--- src/rtl/fx2_pkg.sv ---
// Shared state encodings, defaults and width helper for the FX2 slave-FIFO writer.
package fx2_pkg;

    localparam int FX2_W          = 8;
    localparam int FX2_PKT_WORDS  = 512;
    localparam int FX2_PKTEND_GAP = 4;
    localparam int FX2_TIMEOUT    = 4096;

    typedef enum logic [1:0] {
        ST_IDLE   = 2'd0,
        ST_WRITE  = 2'd1,
        ST_PKTEND = 2'd2,
        ST_GAP    = 2'd3
    } fx2_state_t;

    // Bits needed to hold 0..n-1, never less than one.
    function automatic int fx2_width(input int n);
        return (n > 1) ? $clog2(n) : 1;
    endfunction

endpackage

--- src/rtl/fx2_idle_timer.sv ---
// Saturating idle counter with synchronous clear, count enable and terminal-count flag.
module fx2_idle_timer
    import fx2_pkg::*;
#(
    parameter int TERMINAL = FX2_TIMEOUT
) (
    input  logic clk_i,
    input  logic reset_n_i,
    input  logic clr_i,
    input  logic en_i,
    output logic tc_o
);

    localparam int CW = fx2_width(TERMINAL);
    localparam logic [CW-1:0] LAST = CW'(TERMINAL - 1);

    logic [CW-1:0] r_count;

    always_ff @(posedge clk_i or negedge reset_n_i) begin
        if (!reset_n_i) begin
            r_count <= '0;
        end else if (clr_i) begin
            r_count <= '0;
        end else if (en_i && (r_count != LAST)) begin
            r_count <= r_count + 1'b1;
        end
    end

    assign tc_o = (r_count == LAST);

endmodule

--- src/rtl/fx2_fifo_writer.sv ---
// Drains the CDC synchronizer into the FX2 slave FIFO and commits short packets with PKTEND.
// Define TIMEOUT_FLUSH_EN to build the idle timer that flushes a stale partial packet.
module fx2_fifo_writer
    import fx2_pkg::*;
#(
    parameter int W          = FX2_W,
    parameter int PKT_WORDS  = FX2_PKT_WORDS,
    parameter int TIMEOUT    = FX2_TIMEOUT,
    parameter int PKTEND_GAP = FX2_PKTEND_GAP
) (
    input  logic         clk_i,
    input  logic         reset_n_i,
    input  logic [W-1:0] in_data_i,
    input  logic         in_valid_i,
    output logic         in_rd_o,
    output logic [W-1:0] ext_data_o,
    output logic         ext_wr_n_o,
    output logic         ext_pktend_n_o,
    input  logic         ext_full_n_i,
    input  logic         flush_i,
    output logic         busy_o
);

    localparam int CW = $clog2(PKT_WORDS + 1);
    localparam int GW = fx2_width(PKTEND_GAP);
    localparam logic [CW-1:0] CNT_LAST = CW'(PKT_WORDS - 1);
    localparam logic [GW-1:0] GAP_LAST = GW'(PKTEND_GAP - 1);

    fx2_state_t    r_state;
    logic [CW-1:0] r_cnt;
    logic [GW-1:0] r_gap;
    logic          r_full_n_q;
    logic          r_flush_pend;
    logic [W-1:0]  r_data;
    logic          r_wr_n;
    logic          r_pktend_n;

    logic w_accepting;
    logic w_consume;
    logic w_pending;
    logic w_pktend_fire;
    logic w_timeout;
    logic w_flush_req;

    assign w_accepting   = (r_state == ST_IDLE) || (r_state == ST_WRITE);
    assign in_rd_o       = in_valid_i & r_full_n_q & ~r_flush_pend & w_accepting;
    assign w_consume     = in_rd_o & in_valid_i;
    assign w_pending     = (r_cnt != '0);
    assign w_pktend_fire = (r_state == ST_PKTEND) & r_full_n_q;
    assign w_flush_req   = flush_i | w_timeout;

`ifdef TIMEOUT_FLUSH_EN
    logic w_tc;

    fx2_idle_timer #(
        .TERMINAL (TIMEOUT)
    ) u_idle_timer (
        .clk_i     (clk_i),
        .reset_n_i (reset_n_i),
        .clr_i     (w_consume | w_pktend_fire),
        .en_i      (w_pending & ~w_consume),
        .tc_o      (w_tc)
    );

    assign w_timeout = w_tc & w_pending & w_accepting;
`else
    // No idle timer in this build; the comparison only keeps TIMEOUT referenced.
    assign w_timeout = (TIMEOUT < 0);
`endif

    // A flush raised while idle/writing is resolved one cycle later, after any
    // coincident write has been counted, so that word lands in the packet.
    always_ff @(posedge clk_i or negedge reset_n_i) begin
        if (!reset_n_i) begin
            r_state      <= ST_IDLE;
            r_cnt        <= '0;
            r_gap        <= '0;
            r_full_n_q   <= 1'b0;
            r_flush_pend <= 1'b0;
            r_data       <= '0;
            r_wr_n       <= 1'b1;
            r_pktend_n   <= 1'b1;
        end else begin
            r_full_n_q <= ext_full_n_i;
            r_wr_n     <= ~w_consume;
            r_pktend_n <= 1'b1;

            if (w_consume) begin
                r_data <= in_data_i;
                r_cnt  <= (r_cnt == CNT_LAST) ? '0 : r_cnt + 1'b1;
            end

            case (r_state)
                ST_IDLE, ST_WRITE: begin
                    if (r_flush_pend) begin
                        if (w_pending) begin
                            r_state <= ST_PKTEND;
                        end else begin
                            r_flush_pend <= 1'b0;
                            r_state      <= ST_IDLE;
                        end
                    end else begin
                        if (w_flush_req) begin
                            r_flush_pend <= 1'b1;
                        end
                        if (w_consume) begin
                            r_state <= ST_WRITE;
                        end else if (!w_pending) begin
                            r_state <= ST_IDLE;
                        end
                    end
                end

                ST_PKTEND: begin
                    if (r_full_n_q) begin
                        r_pktend_n   <= 1'b0;
                        r_cnt        <= '0;
                        r_flush_pend <= 1'b0;
                        r_gap        <= '0;
                        r_state      <= ST_GAP;
                    end
                end

                ST_GAP: begin
                    if (r_gap == GAP_LAST) begin
                        r_state <= ST_IDLE;
                    end else begin
                        r_gap <= r_gap + 1'b1;
                    end
                end

                default: begin
                    r_state <= ST_IDLE;
                end
            endcase
        end
    end

    assign ext_data_o     = r_data;
    assign ext_wr_n_o     = r_wr_n;
    assign ext_pktend_n_o = r_pktend_n;
    assign busy_o         = (r_state != ST_IDLE) | w_pending;

endmodule
--- config.mk ---
export PLATFORM = sky130hd
export DESIGN_NAME = fx2_fifo_writer
export DESIGN_NICKNAME = d
export VERILOG_FILES = /design/src/rtl/fx2_pkg.sv /design/src/rtl/fx2_idle_timer.sv /design/src/rtl/fx2_fifo_writer.sv
export SDC_FILE = /design/constraint.sdc
export NUM_CORES = 1
export LEC_CHECK = 0
export ABC_AREA = 1
export CAP_MARGIN = 20
export CORE_MARGIN = 3
export CORE_UTILIZATION = 46
export DETAILED_ROUTE_END_ITERATION = 10
export PLACE_DENSITY = 0.83
export RECOVER_POWER = 100
export SYNTH_ARGS = -nofsm -noshare
export SYNTH_HDL_FRONTEND = slang
export SYNTH_SLANG_ARGS = --single-unit
--- constraint.sdc ---
create_clock -name clk_i -period 1.4 [get_ports clk_i]
set_input_delay 0.28 -clock clk_i [delete_from_list [all_inputs] [get_ports clk_i]]
set_output_delay 0.28 -clock clk_i [all_outputs]
set_load 0.02 [all_outputs]
# Word level (Yosys, flattened, before mapping)
# Cells that the tools add are included.
# totals
rom_bits	0
latchBits	0
word_cells	57
ram_bits	0
output_inout_bits	12
regBits	26
in_bits	13
n_memories	0
# classes
n_mul	0
n_shift	0
eq_ne	9
mux	21
n_bitwise	7
n_lt_le_gt_ge	0
addsub	2
div_mod_pow	0
reduce_logical	10
# ops
operator	n
10-bit two-way mux	4
2-bit two-way mux	8
10-bit by 1-bit adder with 10-bit output, second input constant	1
10-bit by 9-bit equality test with 1-bit output, second input constant	1
10-bit nonzero test	1
2-bit equality test, second input constant	3
1-bit two-way mux	6
2-bit inequality test, second input constant	3
2-bit case mux with 3 select lines	1
3-bit AND reduction	2
2-bit nonzero test	3
1-bit AND	4
4-bit inequality test, second input constant	1
2-bit case mux with 2 select lines	1
2-bit by 1-bit adder with 2-bit output, second input constant	1
2-bit by 1-bit equality test with 1-bit output, second input constant	1
2-bit logical NOT	1
1-bit NOT	2
1-bit case mux with 2 select lines	1
2-bit AND reduction	1
2-bit OR reduction	1
1-bit logical OR	1
1-bit OR	1

# Logic depth before layout (Yosys ltp)
# Gate-level depths: netlist of the first run.
# depth
depth_word	7
mapped_depth	9
mapped_depth_nobuf	9

# Worst setup path before layout of the first run
# OpenSTA, ideal clock, no wires.
# synth_path
kind	register -> output
from	register r_cnt[0]
to	output busy_o
required_ps	1120
path_buffers	0
arrival_time_ps	1228
path_slack_ps	-108
path_stages_with_launch	7
path_cell_list	dfrtp_1 > inv_1 > ha_1 > nand2_1 > nor2_1 > nand4_1 > or2_2
# synth_via
elab_chain_cells	2
# synth_lines
item	line	text
start: declaration	fx2_fifo_writer.sv:30	logic [CW-1:0] r_cnt;
start signal: assignment	fx2_fifo_writer.sv:90	r_cnt <= (r_cnt == CNT_LAST) ? '0 : r_cnt + 1'b1;
10-bit nonzero test	fx2_fifo_writer.sv:48	assign w_pending = (r_cnt != '0);
1-bit OR	fx2_fifo_writer.sv:142	assign busy_o = (r_state != ST_IDLE) | w_pending;
end: declaration	fx2_fifo_writer.sv:21	output logic busy_o
# Every way passes these cells.

# Final worst setup path of the first run
# layout_path
from	register r_cnt[1]
to	output busy_o
# Same word-level chain as after synthesis.

==> reports/metrics.cfg, run 1 <==
[layout]
syn_to_final_growth_pct = 43.7
fin_nets = 249
final_util_pct = 70.7
n_antenna_cell = 0
postLayoutCellArea_um2 = 1980
final_cell_mix = nand2_1 (55), buf_4 (29), dfrtp_1 (24)
drive_above_1_share_pct = 31.9
final_common_cell = nand2_1

[global_routing]
track_usage_pct = 17.7
grt_pass1_vias = 1116
gr-usage-met1_pct = 21.6
grt.met3_usage_pct = 5.53
grt_pass1_wl_mm = 4.74
grt_antenna_before_repair = 0
grt_max_degree = 27
use_met2_pct = 29.6
grt_busiest_layer = met2
globalRoute.totalOverflow = 0

[critical_path]
cp-start-kind = register
crit_type = reg -> out
cp_max_fo = 2
endpoint_kind = output port
worstPathRequired_ns = 1.12
arrival_ns = 1.64

[yosys]
syn-cell-area_um2 = 1380
async_flop_share_pct = 100
yosys_warnings = 0
synth_top_cell_area_share_pct = 43.5
synth_area_leaders = dfrtp_1 (43%), nand2_1 (16%), nand3_1 (5.4%), nor2_1 (5.4%), dfstp_2 (3.8%)
synth_top_area_cell = dfrtp_1
synth-seq-area-share_pct = 47.3
synth_edf_count = 0
synthCells = 173
syn_nets = 189
ys_types = 23
synth_seq_cells = 26
avgSynthCellArea_um2 = 7.98
synth_ff_type = dfrtp_1

[route]
vias = 1309
ant_nets = 0
drt_iter0_markers = 100
routed_wl_mm = 3.26
dr.pass1.iters = 4
wl_per_cell_um = 12.4
routed_via_density = 4.98
drc_errors = 0

[sta]
final_max_slew_viol_count = 0
setup_viol = 16
skew_ns = 0.00970
worst_hold_slack_ns = 0.450
slew_headroom_pct = 57.3
max_slew.worst_pin.slew_ns = 0.641
finalCritPeriodShare_pct = 137
max_freq_mhz = 521
hold_viol_final = 0
worst_slack_ns = -0.521
grt_setup_unrepaired = true
fin_crit_ns = 1.92
final.setup.tns_ns = -2.21

[pwr]
ir_worst_vdd_uv = 1040
power_density_nw_per_um2 = 1620
p_leak_nw = 1.06

[floorplanning]
start_util_pct = 49.2
core_um2 = 2810
boundaryPins = 25
die-area_um2 = 3700
rows = 19
fp.dieH_um = 60.8
die_w_um = 60.8

[clock_network]
cts_max_level = 1
clkLatencyLatePin_ns = 0.34
cts_sinks = 26
tritoncts = done
cts_buffers = 3
clockRootBuffer = clkbuf_4
clockBufferDepth = 2
clk_pin_slew_ns = 0.16

[place]
io_buffers = 24
dpl.hpwl_mm = 2.15
dpl_cell_area_um2 = 1820
place.gp.congestion = 0.807

[run_status]
outcome = finished with violations
violations = negative setup slack

[worst_hold_path]
hold_class = in -> reg

[run]
maxCapViolCount = 0

## synthesized netlist by cell type (3+ instances only)
cell type / count
nand2_1: 58
nor2_4: 4
inv_1: 14
a21oi_1: 6
ha_1: 3
dfrtp_1: 24
nand4_1: 5
nand2_2: 3
nor2_1: 20
o21ai_0: 3
nand3_1: 15
## critical path, cell delays in order (launching register included)
cell	delay, ns
dfrtp_1	0.42
inv_2	0.08
ha_4	0.14
nand2_2	0.04
nor2_2	0.10
nand4_1	0.14
or2_4	0.26
buf_6	0.13
## worst paths after layout
path | end | start | cells past startpoint | slack [ns]
setup / recovery | busy_o | r_cnt[1] | 7 | -0.52
hold / removal | ext_data_o[2] | in_data_i[2] | 3 | 0.45
setup reg to reg | r_cnt[0] | r_state[1] | 6 | -0.17
hold reg to reg | ext_data_o[0] | ext_data_o[0] | 2 | 0.50
max in group asynchronous | r_cnt[6] | reset_n_i | 2 | 0.52
min in group asynchronous | ext_data_o[2] | reset_n_i | 2 | 0.46
## metrics by stage
stage                     std cells  setup slack (ns)  power [W]
final                           263            -0.521    0.00322
after global routing            263            -0.614    0.00343
after CTS                       255            -0.533    0.00308
after detailed placement        248            -0.622    0.00254
after global placement          248            -0.576    0.00250
after floorplan                 173           -0.0441    0.00196
## state kept, by name, indices dropped and copies added, names as in the netlist
name            flops
ext_wr_n_o          1
r_full_n_q          1
r_cnt              10
ext_data_o          8
r_state             2
r_gap               2
ext_pktend_n_o      1
r_flush_pend        1
## what timing repair did
item / 4_1_cts / 5_1_grt
pin swaps: 5 / 10
cloned: 0 / 0
hold buffers: 0 / 0
setup endpoints to repair: 12 / 14
setup buffers: 3 / 8
resized for setup: 34 / 18
## layout make-up
type / count / area (um2)
multi-input combinational: 128 / 694
tap: 31 / 38.8
fill: 200 / 821
clock inverter: 1 / 30.0
timing repair buffer: 58 / 485
clock buffer: 3 / 22.5
sequential: 26 / 653
inverter: 16 / 60.1
## kinds of logic (layout without fill, tap and decap cells)
family / count (synthesis) / in the layout / synth area share [%]
AOI/OAI and AO/OA: 10 / 10 / 4.44
xor gates and xnor gates: 1 / 1 / 0.634
adders and majority gates: 3 / 3 / 2.72
buffers and inverters: 19 / 78 / 6.34
DFF: 26 / 26 / 47.3
and+or+nand+nor: 114 / 114 / 38.6
## metal layers
metal  share of wire, %  wire [um]  vias to the layer above
met5                  0          0                        -
met4                1.1         35                        0
met3                6.2        202                        5
met2                 50       1640                       38
met1                 42       1380                      602
li1                   -          -                      664
## power by group
part	internal (W)	switching [W]	leakage, nW	total, W
clock	0.000290	0.000249	0.0279	0.000539
sequential	0.000969	0.000118	0.333	0.00109
combinational	0.000731	0.000857	0.697	0.00159
total	0.00199	0.00122	1.06	0.00322
Note: power is estimated with default switching activity, not from simulation.
==> run 2: changes to the inputs <==
ABC_CLOCK_PERIOD_IN_PS = 1400   (was unset)
==> results of run 2 <==
No change in the layout: final DEF, timing and power equal those of run 1.
